==> config.mk <==
export PLATFORM = sky130hd
export DESIGN_NAME = fifo_write
export DESIGN_NICKNAME = d
export VERILOG_FILES = /design/src/rtl/fifo_write_pkg.sv /design/src/rtl/fifo_write.sv
export SDC_FILE = /design/constraint.sdc
export NUM_CORES = 1
export LEC_CHECK = 0
export ABC_AREA = 1
export BUFFER_PORTS_ARGS = -buffer_cell sky130_fd_sc_hd__buf_2
export CAP_MARGIN = 20
export CORE_MARGIN = 4
export CORE_UTILIZATION = 55
export DETAILED_ROUTE_END_ITERATION = 6
export PLACE_DENSITY = 0.75
export RECOVER_POWER = 50
export SETUP_SLACK_MARGIN = 0.3
export SLEW_MARGIN = 5
export SYNTH_ARGS = -nofsm -noshare
export SYNTH_HDL_FRONTEND = slang
export SYNTH_SLANG_ARGS = --single-unit
==> constraint.sdc <==
create_clock -name clk -period 3.2 [get_ports clk]
set_clock_uncertainty 0.1 [all_clocks]
set_input_delay 0.32 -clock clk [delete_from_list [all_inputs] [get_ports clk]]
set_output_delay 0.32 -clock clk [all_outputs]
set_load 0.02 [all_outputs]
==> src/rtl/fifo_write_pkg.sv <==
// Shared constants for the FIFO writer/reader fs/fd handshake blocks.
package fifo_write_pkg;

  // Handshake state codes, shared with the FIFO byte reader.
  typedef enum logic [7:0] {
    IDLE = 8'h00,
    WORK = 8'h01,
    DONE = 8'h02
  } fifo_state_e;

  localparam int unsigned LEN_W_DEFAULT = 12;
  localparam int unsigned TMO_W_DEFAULT = 16;
  localparam int unsigned TMO_DEFAULT   = 4096;

endpackage

==> src/rtl/fifo_write.sv <==
// FIFO writer: on an fs/fd handshake, moves data_len bytes from a valid/ready
// byte source straight into a FIFO write port, with stall timeout and abort
// reporting on a sticky err flag.
module fifo_write
  import fifo_write_pkg::*;
#(
  parameter int unsigned DATA_W = 8,
  parameter int unsigned LEN_W  = LEN_W_DEFAULT,
  parameter int unsigned TMO_W  = TMO_W_DEFAULT,
  parameter int unsigned TMO    = TMO_DEFAULT
) (
  input  logic              clk,
  input  logic              rst_n,
  input  logic              fs,
  output logic              fd,
  output logic              err,
  input  logic [LEN_W-1:0]  data_len,
  input  logic [DATA_W-1:0] src_rxd,
  input  logic              src_rxen,
  output logic              src_rdy,
  output logic [DATA_W-1:0] fifo_txd,
  output logic              fifo_txen,
  input  logic              fifo_full
);

  localparam logic [TMO_W-1:0] STALL_LAST = TMO_W'(TMO - 1);

  fifo_state_e       state_q, state_d;
  logic [LEN_W-1:0]  cnt_q, cnt_d;
  logic [LEN_W-1:0]  len_q, len_d;
  logic [TMO_W-1:0]  stall_q, stall_d;
  logic              fd_q, fd_d;
  logic              err_q, err_d;
  logic              xfer;

  // State, counters and flags; async active-low reset.
  always_ff @(posedge clk or negedge rst_n) begin
    if (!rst_n) begin
      state_q <= IDLE;
      cnt_q   <= '0;
      len_q   <= '0;
      stall_q <= '0;
      fd_q    <= 1'b0;
      err_q   <= 1'b0;
    end else begin
      state_q <= state_d;
      cnt_q   <= cnt_d;
      len_q   <= len_d;
      stall_q <= stall_d;
      fd_q    <= fd_d;
      err_q   <= err_d;
    end
  end

  // Next-state, counters and zero-latency source-to-FIFO pass-through.
  always_comb begin
    state_d   = state_q;
    cnt_d     = cnt_q;
    len_d     = len_q;
    stall_d   = stall_q;
    err_d     = err_q;
    src_rdy   = 1'b0;
    xfer      = 1'b0;
    fifo_txen = 1'b0;
    fifo_txd  = src_rxd;

    unique case (state_q)
      IDLE: begin
        if (fs) begin
          len_d   = data_len;
          cnt_d   = '0;
          stall_d = '0;
          err_d   = 1'b0;
          state_d = (data_len == '0) ? DONE : WORK;
        end
      end
      WORK: begin
        src_rdy   = ~fifo_full;
        xfer      = src_rxen & src_rdy;
        fifo_txen = xfer;
        if (!fs) begin
          // Master withdrew the start: abort without fd.
          err_d   = 1'b1;
          state_d = IDLE;
        end else if (xfer) begin
          // A transfer on the timeout cycle wins over the timeout.
          cnt_d   = cnt_q + LEN_W'(1);
          stall_d = '0;
          if (cnt_q == len_q - LEN_W'(1)) state_d = DONE;
        end else if (stall_q == STALL_LAST) begin
          err_d   = 1'b1;
          state_d = DONE;
        end else begin
          stall_d = stall_q + TMO_W'(1);
        end
      end
      DONE: begin
        if (!fs) state_d = IDLE;
      end
      default: state_d = IDLE;
    endcase

    // fd is registered so it follows the state register by design.
    fd_d = (state_d == DONE);
  end

  assign fd  = fd_q;
  assign err = err_q;

endmodule

==> impl_metrics.toml, run 1 <==
[sta]
hold_viol_final = 0
max_clock_freq_ghz = 0.402
final_tns_setup_ps = 0
post-route-min-period_ps = 2490
worst-slew-pin-transition_ps = 1740
timing.final.max_slew_violations = 34
grt_setup_unrepaired = "false"
setup_viol = 0
finalWorstSetupSlack_ps = 714
layout_worst_path_cycle_share_pct = 77.7
relSlewSlack_pct = -15.7

[critical_path]
critical_path_cell_count = 6
cp_top_family = "simple AND/OR/NAND/NOR gates"
worst-r2r-cell-count = 6
cp_data_arrival_time_ps = 2560
critical_path.endpoint_type = "register"
setup.worst_path.class = "reg -> reg"
worst_r2r_startpoint = "state_q[1]$_DFF_PN0_"
worstSetupStartpointType = "register"
end_of_the_worst_register_to_register_path = "cnt_q[0]$_DFFE_PN0P_"
path_buf_inv = 0
critical_path_peak_fanout = 28
critical_path.slowest_cell = "nand2_1"
cp_cell_sequence = "nor4_4 > nand2_1 > nand2_2 > nand2_1 > a21oi_1 > a21oi_1"
regToRegSetupSlack_ps = 710
max_stage_delay_ps = 490
timing.critical_path.required_ps = 3280

[grt]
grt_first_pass_wirelength_mm = 11.9
global_route.overflow_total = 0
grt_start_max_net_pins = 34
first_global_vias = 2697
antenna_found_initial = 0
global_route.usage.total_pct = 20.1

[logic_synthesis]
netlist-cell-type-count = 36
synth.yosys.warnings = 0
mappedNetlistArea_sq_mm = 0.00323
synth_seq_area_share_pct = 38.7
netlist_instances = 451
yosys_register_bits = 50
synth.avg_cell_area_sq_um = 7.16

[power_and_ir_drop]
p_per_area_mw_per_mm2 = 404
power_leakage_uw = 0.00162
vdd_ir_drop_max_v = 0.000261

[detailed_routing]
via_count = 2788
wirelength_mm = 6.67
drt_iter0_markers = 179
route.detailed.drc = 0
routed_wire_length_per_instance_um = 12.3
vias_per_cell = 5.15
antenna_left = 0
drt_pre_antenna_iters = 4

[clock_tree]
clock_insertion_delay_worst_skew_ps = 310
cts_setup_buffers = 0
clkTransAtPathRegs_ps = 100
cts_hold_buffers = 1
clock_tree.buffer_depth = 2
cts_made_buffers = 5
postCtsResizedCells = 0
clock-root-buffer = "clkbuf_8"
cts_max_level = 2
tritoncts = "done"
cts_num_sinks = 50

[floorplanning]
core_area_sq_mm = 0.00561
row_count = 27
die_w_um = 84.6
dieArea_sq_mm = 0.00716
fp.dieH_um = 84.6
io_pins = 37
floorplan.initialDensity_pct = 57.6

[finish]
final-instance-count-excl-fill = 541
final_layout_size_suffix_gt1_share_pct = 11.7
layout_commonest_cell = "nand2_1"
areaGrowthSynthToFinish_pct = 6.04
nets = 496
inserted_diodes = 0
final_design_area_no_fill_sq_mm = 0.00342
layout_common_cells = "135 x nand2_1, 51 x inv_1, 50 x dfrtp_1"

[placement]
place_ws_ps = 917
postPlaceCellArea_sq_mm = 0.00333
place_congestion = 0.914
place_inst = 532
total_of_buffers_placed_on_input_and_output_ports = 20
detailedPlacementHpwl_mm = 5.11

[status]
failed_checks = "max-capacitance violations, max-slew violations"
run_status = "finished, violations left"

[job]
timing.max_cap.violations = 1

[hold_path]
holdPathStages = 3
hold_class = "in -> reg"
hold_path.startpoint = "data_len[7]"
worstHoldEndpoint = "len_q[7]$_DFFE_PN0P_"
synth_stat cells (all sizes together):
| cell type | n | area, sq um |
|---|---|---|
| nor4 | 3 | 40.0 |
| and2 | 2 | 12.5 |
| nand4 | 12 | 75.1 |
| buf | 14 | 111 |
| nor2 | 40 | 163 |
| a21oi | 4 | 20.0 |
| nand3 | 32 | 165 |
| nor4b | 1 | 8.76 |
| o21ai | 43 | 234 |
| or2 | 7 | 43.8 |
| clkbuf | 5 | 18.8 |
| inv | 55 | 211 |
| nor3 | 18 | 105 |
| ha | 3 | 37.5 |
| a21boi | 1 | 7.51 |
| xor2 | 17 | 149 |
| nand2 | 140 | 546 |
| conb | 1 | 3.75 |
| dfrtp | 50 | 1250 |
| xnor2 | 3 | 26.3 |
cells by family (layout without fill, tap and decap cells):
logic type / count (synthesis) / after routing / synth area share, %
AND/OR/NAND/NOR: 255 / 255 / 35.9
buffers and inverters: 74 / 87 / 10.6
flip-flops: 50 / 50 / 38.7
AO/OA/AOI/OAI: 48 / 48 / 8.10
XOR/XNOR: 20 / 20 / 5.42
adder cells (fa/ha/maj): 3 / 3 / 1.16
other: 1 / 6 / 0.116
report_power, final:
group,internal [uW],switching (uW),leakage [uW]
registers,671,44.3,0.000654
logic,99.4,174,0.000919
clock network,164,230,0.0000506
total,935,449,0.00162
layout make-up:
cell class / count / area (sq um)
clock inverters: 3 / 28.8
fillers: 548 / 2180
flip-flops and latches: 50 / 1250
inverters: 55 / 211
repair buffers: 24 / 126
clock buffers: 5 / 68.8
multi-input cells: 332 / 1650
well taps: 72 / 90.1
worst register-to-register path: cells and delay by family (launching register included):
family	cells	cell delay, ps
DFF	1	460
AOI/OAI and AO/OA	2	320
and+or+nand+nor	4	1470
through the flow:
| stage | hold WS [ps] | util (%) | power, uW |
|---|---|---|---|
| 2_1_floorplan | -75.6 | - | 935 |
| 3_3_place_gp | 311 | 59.4 | 990 |
| 3_5_place_dp | 315 | 59.4 | 999 |
| 4_1_cts | 161 | 61.3 | 1400 |
| 5_1_grt | 181 | 61.1 | 1480 |
| 6_report | 172 | 61.1 | 1380 |
metal layers:
| layer | vias to the layer above | track usage (%) | share of wire [%] |
|---|---|---|---|
| met2 | 48 | 33.4 | 47 |
| met3 | 15 | 3.73 | 4.4 |
| li1 | 1458 | - | - |
| met5 | - | 0 | 0 |
| met1 | 1267 | 26.7 | 46 |
| met4 | 0 | 6.04 | 2.0 |
sequential cells by signal, indices dropped and copies added, names as in the netlist:
signal	count
err	1
stall_q	16
fd	1
cnt_q	12
len_q	12
state_q	8
how the worst max path moves through the flow:
stage                         startpoint              endpoint  slack (ps)
finish              state_q[1]$_DFF_PN0_  cnt_q[0]$_DFFE_PN0P_         710
global route        state_q[2]$_DFF_PN0_  cnt_q[5]$_DFFE_PN0P_         340
floorplan           state_q[7]$_DFF_PN0_             fifo_txen        1430
global placement    state_q[5]$_DFF_PN0_  cnt_q[0]$_DFFE_PN0P_        1000
CTS                 state_q[5]$_DFF_PN0_  cnt_q[0]$_DFFE_PN0P_         890
detailed placement  state_q[5]$_DFF_PN0_  cnt_q[0]$_DFFE_PN0P_         920
Note: power is estimated with default switching activity, not from simulation.
==> inputs of run 2 (changes only) <==
- clock period: 3.2 -> 2.5 ns (I/O delays scaled with it)
==> run 2 against run 1 <==
  * The run now ends clean
  * Worst hold slack lost 71 ps
  * Non-clock buffer count is the same
  * First-iteration DRC count down 25%
  * Final cell count unchanged
  * Largest cell class unchanged
==> impl_metrics.toml, run 2 (synthesized netlist as in run 1, its figures left out) <==
[finish]
largest_registers = "stall_q x16, cnt_q x12, len_q x12"
layout_common_cells = "133 x nand2_1, 51 x inv_1, 50 x dfrtp_1"
multi_input_comb_area_sq_mm = 0.00167
areaGrowthSynthToFinish_pct = 6.90
inserted_diodes = 0
final_design_area_no_fill_sq_mm = 0.00345
final-instance-count-excl-fill = 541
final_layout_size_suffix_gt1_share_pct = 12.4
layout.filler_cells = 517
max_flop_register = "stall_q"
largest_register_ff_count = 16
regArea_sq_mm = 0.00125
layout_commonest_cell = "nand2_1"
nets = 496

[job]
timing.max_cap.violations = 0

[grt]
first_global_vias = 2585
grt_first_pass_wirelength_mm = 11.6
grt_start_max_net_pins = 35
antenna_found_initial = 0
global_route.overflow_total = 0
global_route.usage.total_pct = 19.6

[detailed_routing]
routed_wire_length_per_instance_um = 12.0
route.detailed.drc = 0
drt_iter0_markers = 134
wirelength_mm = 6.51
routedLengthMet1_mm = 3.09
top_signal_layer_used = "met4"
drt_pre_antenna_iters = 4
vias_per_cell = 5.06
met2WireLength_mm = 3.10
via_count = 2740
antenna_left = 0
met3_wirelength_um = 231

[sta]
grt_setup_unrepaired = "false"
max_clock_freq_ghz = 0.499
final_tns_setup_ps = 0
hold_viol_final = 0
post-route-min-period_ps = 2000
worst-slew-pin-transition_ps = 978
timing.final.max_slew_violations = 0
relSlewSlack_pct = 34.8
layout_worst_path_cycle_share_pct = 80.2
setup_viol = 0

[critical_path]
timing.critical_path.required_ps = 2150
crit_end = "fifo_txen"
critical_path.endpoint_type = "output pin"
worst_r2r_startpoint = "len_q[0]$_DFFE_PN0P_"
worst-r2r-cell-count = 12
regToRegSetupSlack_ps = 550
end_of_the_worst_register_to_register_path = "state_q[0]$_DFF_PN0_"
worstSetupStartpointType = "register"
cp_data_arrival_time_ps = 1650
worst_setup_path_startpoint = "state_q[7]$_DFF_PN0_"
critical_path_peak_fanout = 19
setup.worst_path.class = "reg -> out"

[clock_tree]
tritoncts = "done"
cts_num_sinks = 50
cts_setup_buffers = 0
clock_tree.buffer_depth = 2
clkTransAtPathRegs_ps = 100
clock_insertion_delay_worst_skew_ps = 310
cts_made_buffers = 5
clock-root-buffer = "clkbuf_8"
cts_max_level = 2

[power_and_ir_drop]
p_per_area_mw_per_mm2 = 516
vdd_ir_drop_max_v = 0.000287
power_leakage_uw = 0.00164
fin_total_pwr_uw = 1780

[floorplanning]
row_count = 27
die_w_um = 84.6
fp.dieH_um = 84.6
dieArea_sq_mm = 0.00716
floorplan.initialDensity_pct = 57.6
io_pins = 37
core_area_sq_mm = 0.00561

[placement]
total_of_buffers_placed_on_input_and_output_ports = 20
detailedPlacementHpwl_mm = 5.03
postPlaceCellArea_sq_mm = 0.00333
place_congestion = 0.883
place_inst = 532

[hold_path]
hold_path.startpoint = "data_len[8]"
hold_class = "in -> reg"

[status]
run_status = "completed"
-- run 2: area by class of cell --
| class | instances | area share [%] |
|---|---|---|
| sequential | 50 | 36.2 |
| multi-input combinational | 332 | 48.2 |
| clock inverter | 1 | 0.254 |
| timing repair buffer | 24 | 3.73 |
| inverter | 55 | 6.13 |
| tap | 72 | 2.61 |
| clock buffer | 7 | 2.79 |
-- run 2: how the worst min path moves through the flow --
stage,slack [ps],endpoint,cells past startpoint
floorplan,-150,cnt_q[0]$_DFFE_PN0P_,0
global placement,100,cnt_q[3]$_DFFE_PN0P_,1
detailed placement,100,cnt_q[3]$_DFFE_PN0P_,1
CTS,100,len_q[8]$_DFFE_PN0P_,3
global route,110,len_q[8]$_DFFE_PN0P_,3
finish,100,len_q[8]$_DFFE_PN0P_,3
-- run 2: stage by stage --
| stage | setup slack (ps) | hold WS [ps] | utilization (%) |
|---|---|---|---|
| floorplan | 755 | -146 | - |
| detailed placement | 367 | 102 | 59.4 |
| global route | 340 | 107 | 61.6 |
| global placement | 426 | 95.0 | 59.4 |
| finish | 495 | 101 | 61.6 |
| CTS | 350 | 99.6 | 61.4 |
-- run 2: where the power goes --
group | internal [uW] | switching [uW]
registers | 859 | 55.2
clock network | 254 | 267
logic | 129 | 216
-- run 2: metal layers --
layer,vias up,GRT usage (%)
li1,1450,-
met1,1226,26.3
met2,53,32.7
met3,11,3.63
met4,0,5.04
met5,-,0
-- run 2: critical path: stages (launching register included) --
cell	delay, ps
dfrtp_1	360
nor2_1	100
nand2_1	110
inv_1	90
nand3_1	100
buf_4	220
nor2_1	180
buf_2	200
-- run 2: timing repair --
| action | 4_1_cts | 5_1_grt |
|---|---|---|
| hold buffers | 1 | 0 |
| endpoints found under the setup margin | 0 | 21 |
| hold endpoints to repair | 16 | 0 |
| resized for setup | 0 | 3 |
==> inputs of run 3 (changes only) <==
- ABC_AREA: 1 -> 0
- PLACE_DENSITY: 0.75 -> 0.76
- clock period: 2.5 -> 2 ns (I/O delays scaled with it)
==> run 3 against run 2 <==
  * The flow now finishes with violations (max-capacitance violations, max-slew violations, negative setup slack)
  * Flip-flop and latch count is the same
  * Worst setup slack lost 920 ps
  * First-iteration DRC count grew to 2.6 times the previous value
  * Global-route usage grew 7.6 points
  * Non-clock buffer count grew 71
  * Via count grew 4.1%
  * Routed wire length grew 47%
  * Core utilization grew 26 points
  * Sequential power grew 20%
  * Combinational power grew 44%
==> impl_metrics.toml, run 3 <==
[logic_synthesis]
synth.avg_cell_area_sq_um = 9.42
dominantRegCellSynth = "dfrtp_1"
mappedNetlistArea_sq_mm = 0.00278
synth.area.top_cells = "dfrtp_1 45%, xor2_1 4.7%, xnor2_1 4.4%"
synth_enable_flop_cells = 0
netlist-cell-type-count = 54
synth.yosys.warnings = 0
synth_seq_area_share_pct = 45.0
synth_most_common_cell = "dfrtp_1"
synth_top_cells_by_count = "50 x dfrtp_1, 31 x nand2_1, 28 x nor2_1"
yosys.area.top_type_share_pct = 45.0
post-synth-top-area-cell = "dfrtp_1"
yosys_register_bits = 50
netlist_instances = 295
synth-async-reset-ratio_pct = 100

[detailed_routing]
routed_wire_length_per_instance_um = 21.0
antenna_left = 0
wirelength_mm = 9.53
route.detailed.drc = 0
drt_pre_antenna_iters = 5
drt_iter0_markers = 343
via_count = 2851
vias_per_cell = 6.29

[power_and_ir_drop]
power_leakage_uw = 0.00196
p_per_area_mw_per_mm2 = 552
vdd_ir_drop_max_v = 0.000446
power_frac_comb_pct = 21.4
clockPowerShare_pct = 31.5
net_sw_power_uw = 656
p_int_uw = 1670
sequentialPowerShare_pct = 47.1
switching_share_pct = 28.2

[finish]
multi_input_comb_area_sq_mm = 0.00187
areaGrowthSynthToFinish_pct = 51.6
layout_commonest_cell = "dfrtp_1"
final_layout_size_suffix_gt1_share_pct = 46.4
regArea_sq_mm = 0.00125
max_flop_register = "stall_q"
nets = 414
layout_common_cells = "50 x dfrtp_1, 44 x buf_4, 22 x buf_6"
largest_register_ff_count = 16
final_design_area_no_fill_sq_mm = 0.00421
layout.filler_cells = 205
largest_registers = "stall_q x16, cnt_q x12, len_q x12"
inserted_diodes = 0

[floorplanning]
die_w_um = 79.1
fp.dieH_um = 79.1
floorplan.initialDensity_pct = 57.7
io_pins = 37
core_area_sq_mm = 0.00482
dieArea_sq_mm = 0.00625
row_count = 25

[clock_tree]
cts_max_level = 2
tritoncts = "done"
clock_tree.buffer_depth = 2
cts_made_buffers = 5
clock_insertion_delay_worst_skew_ps = 320
clkTransAtPathRegs_ps = 100
clock-root-buffer = "clkbuf_8"
cts_num_sinks = 50

[critical_path]
worst-r2r-cell-count = 9
worstSetupStartpointType = "register"
timing.critical_path.required_ps = 2160
critical_path.endpoint_type = "register"
critical_path_peak_fanout = 3
cp_data_arrival_time_ps = 2590
setup.worst_path.class = "reg -> reg"

[sta]
grt_setup_unrepaired = "true"
max_clock_freq_ghz = 0.412
finalWorstSetupSlack_ps = -428
timing.final.max_slew_violations = 25
layout_worst_path_cycle_share_pct = 121
relSlewSlack_pct = -2.34
post-route-min-period_ps = 2430
worst-slew-pin-transition_ps = 1540
hold_viol_final = 0
hold_ws_ps = 29.6
setup_viol = 40

[status]
run_status = "finished, violations left"
failed_checks = "max-capacitance violations, max-slew violations, negative setup slack"

[hold_path]
hold_class = "in -> reg"
holdPathStages = 3

[placement]
detailedPlacementHpwl_mm = 4.72
total_of_buffers_placed_on_input_and_output_ports = 20
postPlaceCellArea_sq_mm = 0.00331
place_congestion = 0.893

[job]
timing.max_cap.violations = 1

[grt]
grt_first_pass_wirelength_mm = 13.2
global_route.overflow_total = 0
global_route.usage.total_pct = 27.2
grt_start_max_net_pins = 27
antenna_found_initial = 0
first_global_vias = 2700
[run 3: cell count changes after synthesis, sizes merged, moves of 10 or more]
cell	before	now
and3	0	10
inv	55	8
nand2	140	31
nand3	32	13
nor2	40	29
o21ai	43	18
xnor2	3	14
[run 3: final timing paths]
path                                        start                endpoint  slack (ps)
max                          len_q[1]$_DFFE_PN0P_    state_q[1]$_DFF_PN0_        -430
min reg2reg                stall_q[8]$_DFFE_PN0P_  stall_q[8]$_DFFE_PN0P_         440
min in group asynchronous                   rst_n    len_q[9]$_DFFE_PN0P_         710
max in group asynchronous                   rst_n    len_q[3]$_DFFE_PN0P_         200
max reg2reg                  len_q[1]$_DFFE_PN0P_    state_q[1]$_DFF_PN0_        -430
min                                   data_len[1]    len_q[1]$_DFFE_PN0P_          30
[run 3: layout make-up]
class / count / share of cell area (%)
Multi-Input combinational cell: 226 / 44.4
Sequential cell: 50 / 29.7
Timing Repair Buffer: 95 / 20.7
Tap cell: 67 / 1.99
Clock buffer: 5 / 1.63
Clock inverter: 2 / 0.920
Inverter: 8 / 0.713
[run 3: cell families after synthesis]
kind of cell               count (synthesis)  share of synthesized area [%]
AOI/OAI and AO/OA                         56                           13.9
xor gates and xnor gates                  29                           9.14
adders and majority gates                  3                           1.35
buffers and inverters                     24                           4.41
DFF                                       50                           45.0
muxes                                      8                           3.24
other                                      1                          0.135
and+or+nand+nor                          124                           22.8
[run 3: what timing repair did]
item	in CTS	in global routing
endpoints found under the hold margin	24	0
hold buffers	1	0
resized for setup	65	46
pin swaps	26	28
buffers inserted	23	13
cloned	2	0
endpoints found under the setup margin	44	46
[run 3: per-layer routing]
metal	share of wire, %	GRT usage [%]	up-vias
met3	7.8	4.88	38
met4	3.3	8.59	0
met5	0	0	-
met2	50	46.5	195
met1	39	35.0	1398
li1	-	-	1220
[run 3: critical path: stages, from the launching register on]
cell	delay (ps)
dfrtp_1	420
inv_2	100
ha_4	180
or3b_4	400
xnor2_1	140
o22ai_1	220
a21o_1	140
nand4b_1	200
nor3b_2	250
o2111a_1	210
[run 3: power by group through the flow]
stage | Sequential (uW) | Combinational, uW | Clock [uW]
final | 1100 | 499 | 732
after global routing | 1100 | 533 | 776
after detailed placement | 1110 | 427 | 0
after floorplan | 1120 | 254 | 0
after global placement | 1110 | 417 | 0
after CTS | 1090 | 451 | 719
[run 3: stage by stage]
stage	std cells	total power (uW)	utilization, %	TNS [ps]	worst slack [ps]
finish	453	2330	87.5	-4870	-428
detailed placement	407	1540	68.8	-475	-208
global placement	407	1530	68.8	-359	-162
global route	453	2410	87.5	-8270	-545
floorplan	300	1370	-	-115	-57.5
CTS	440	2260	81.3	-864	-237
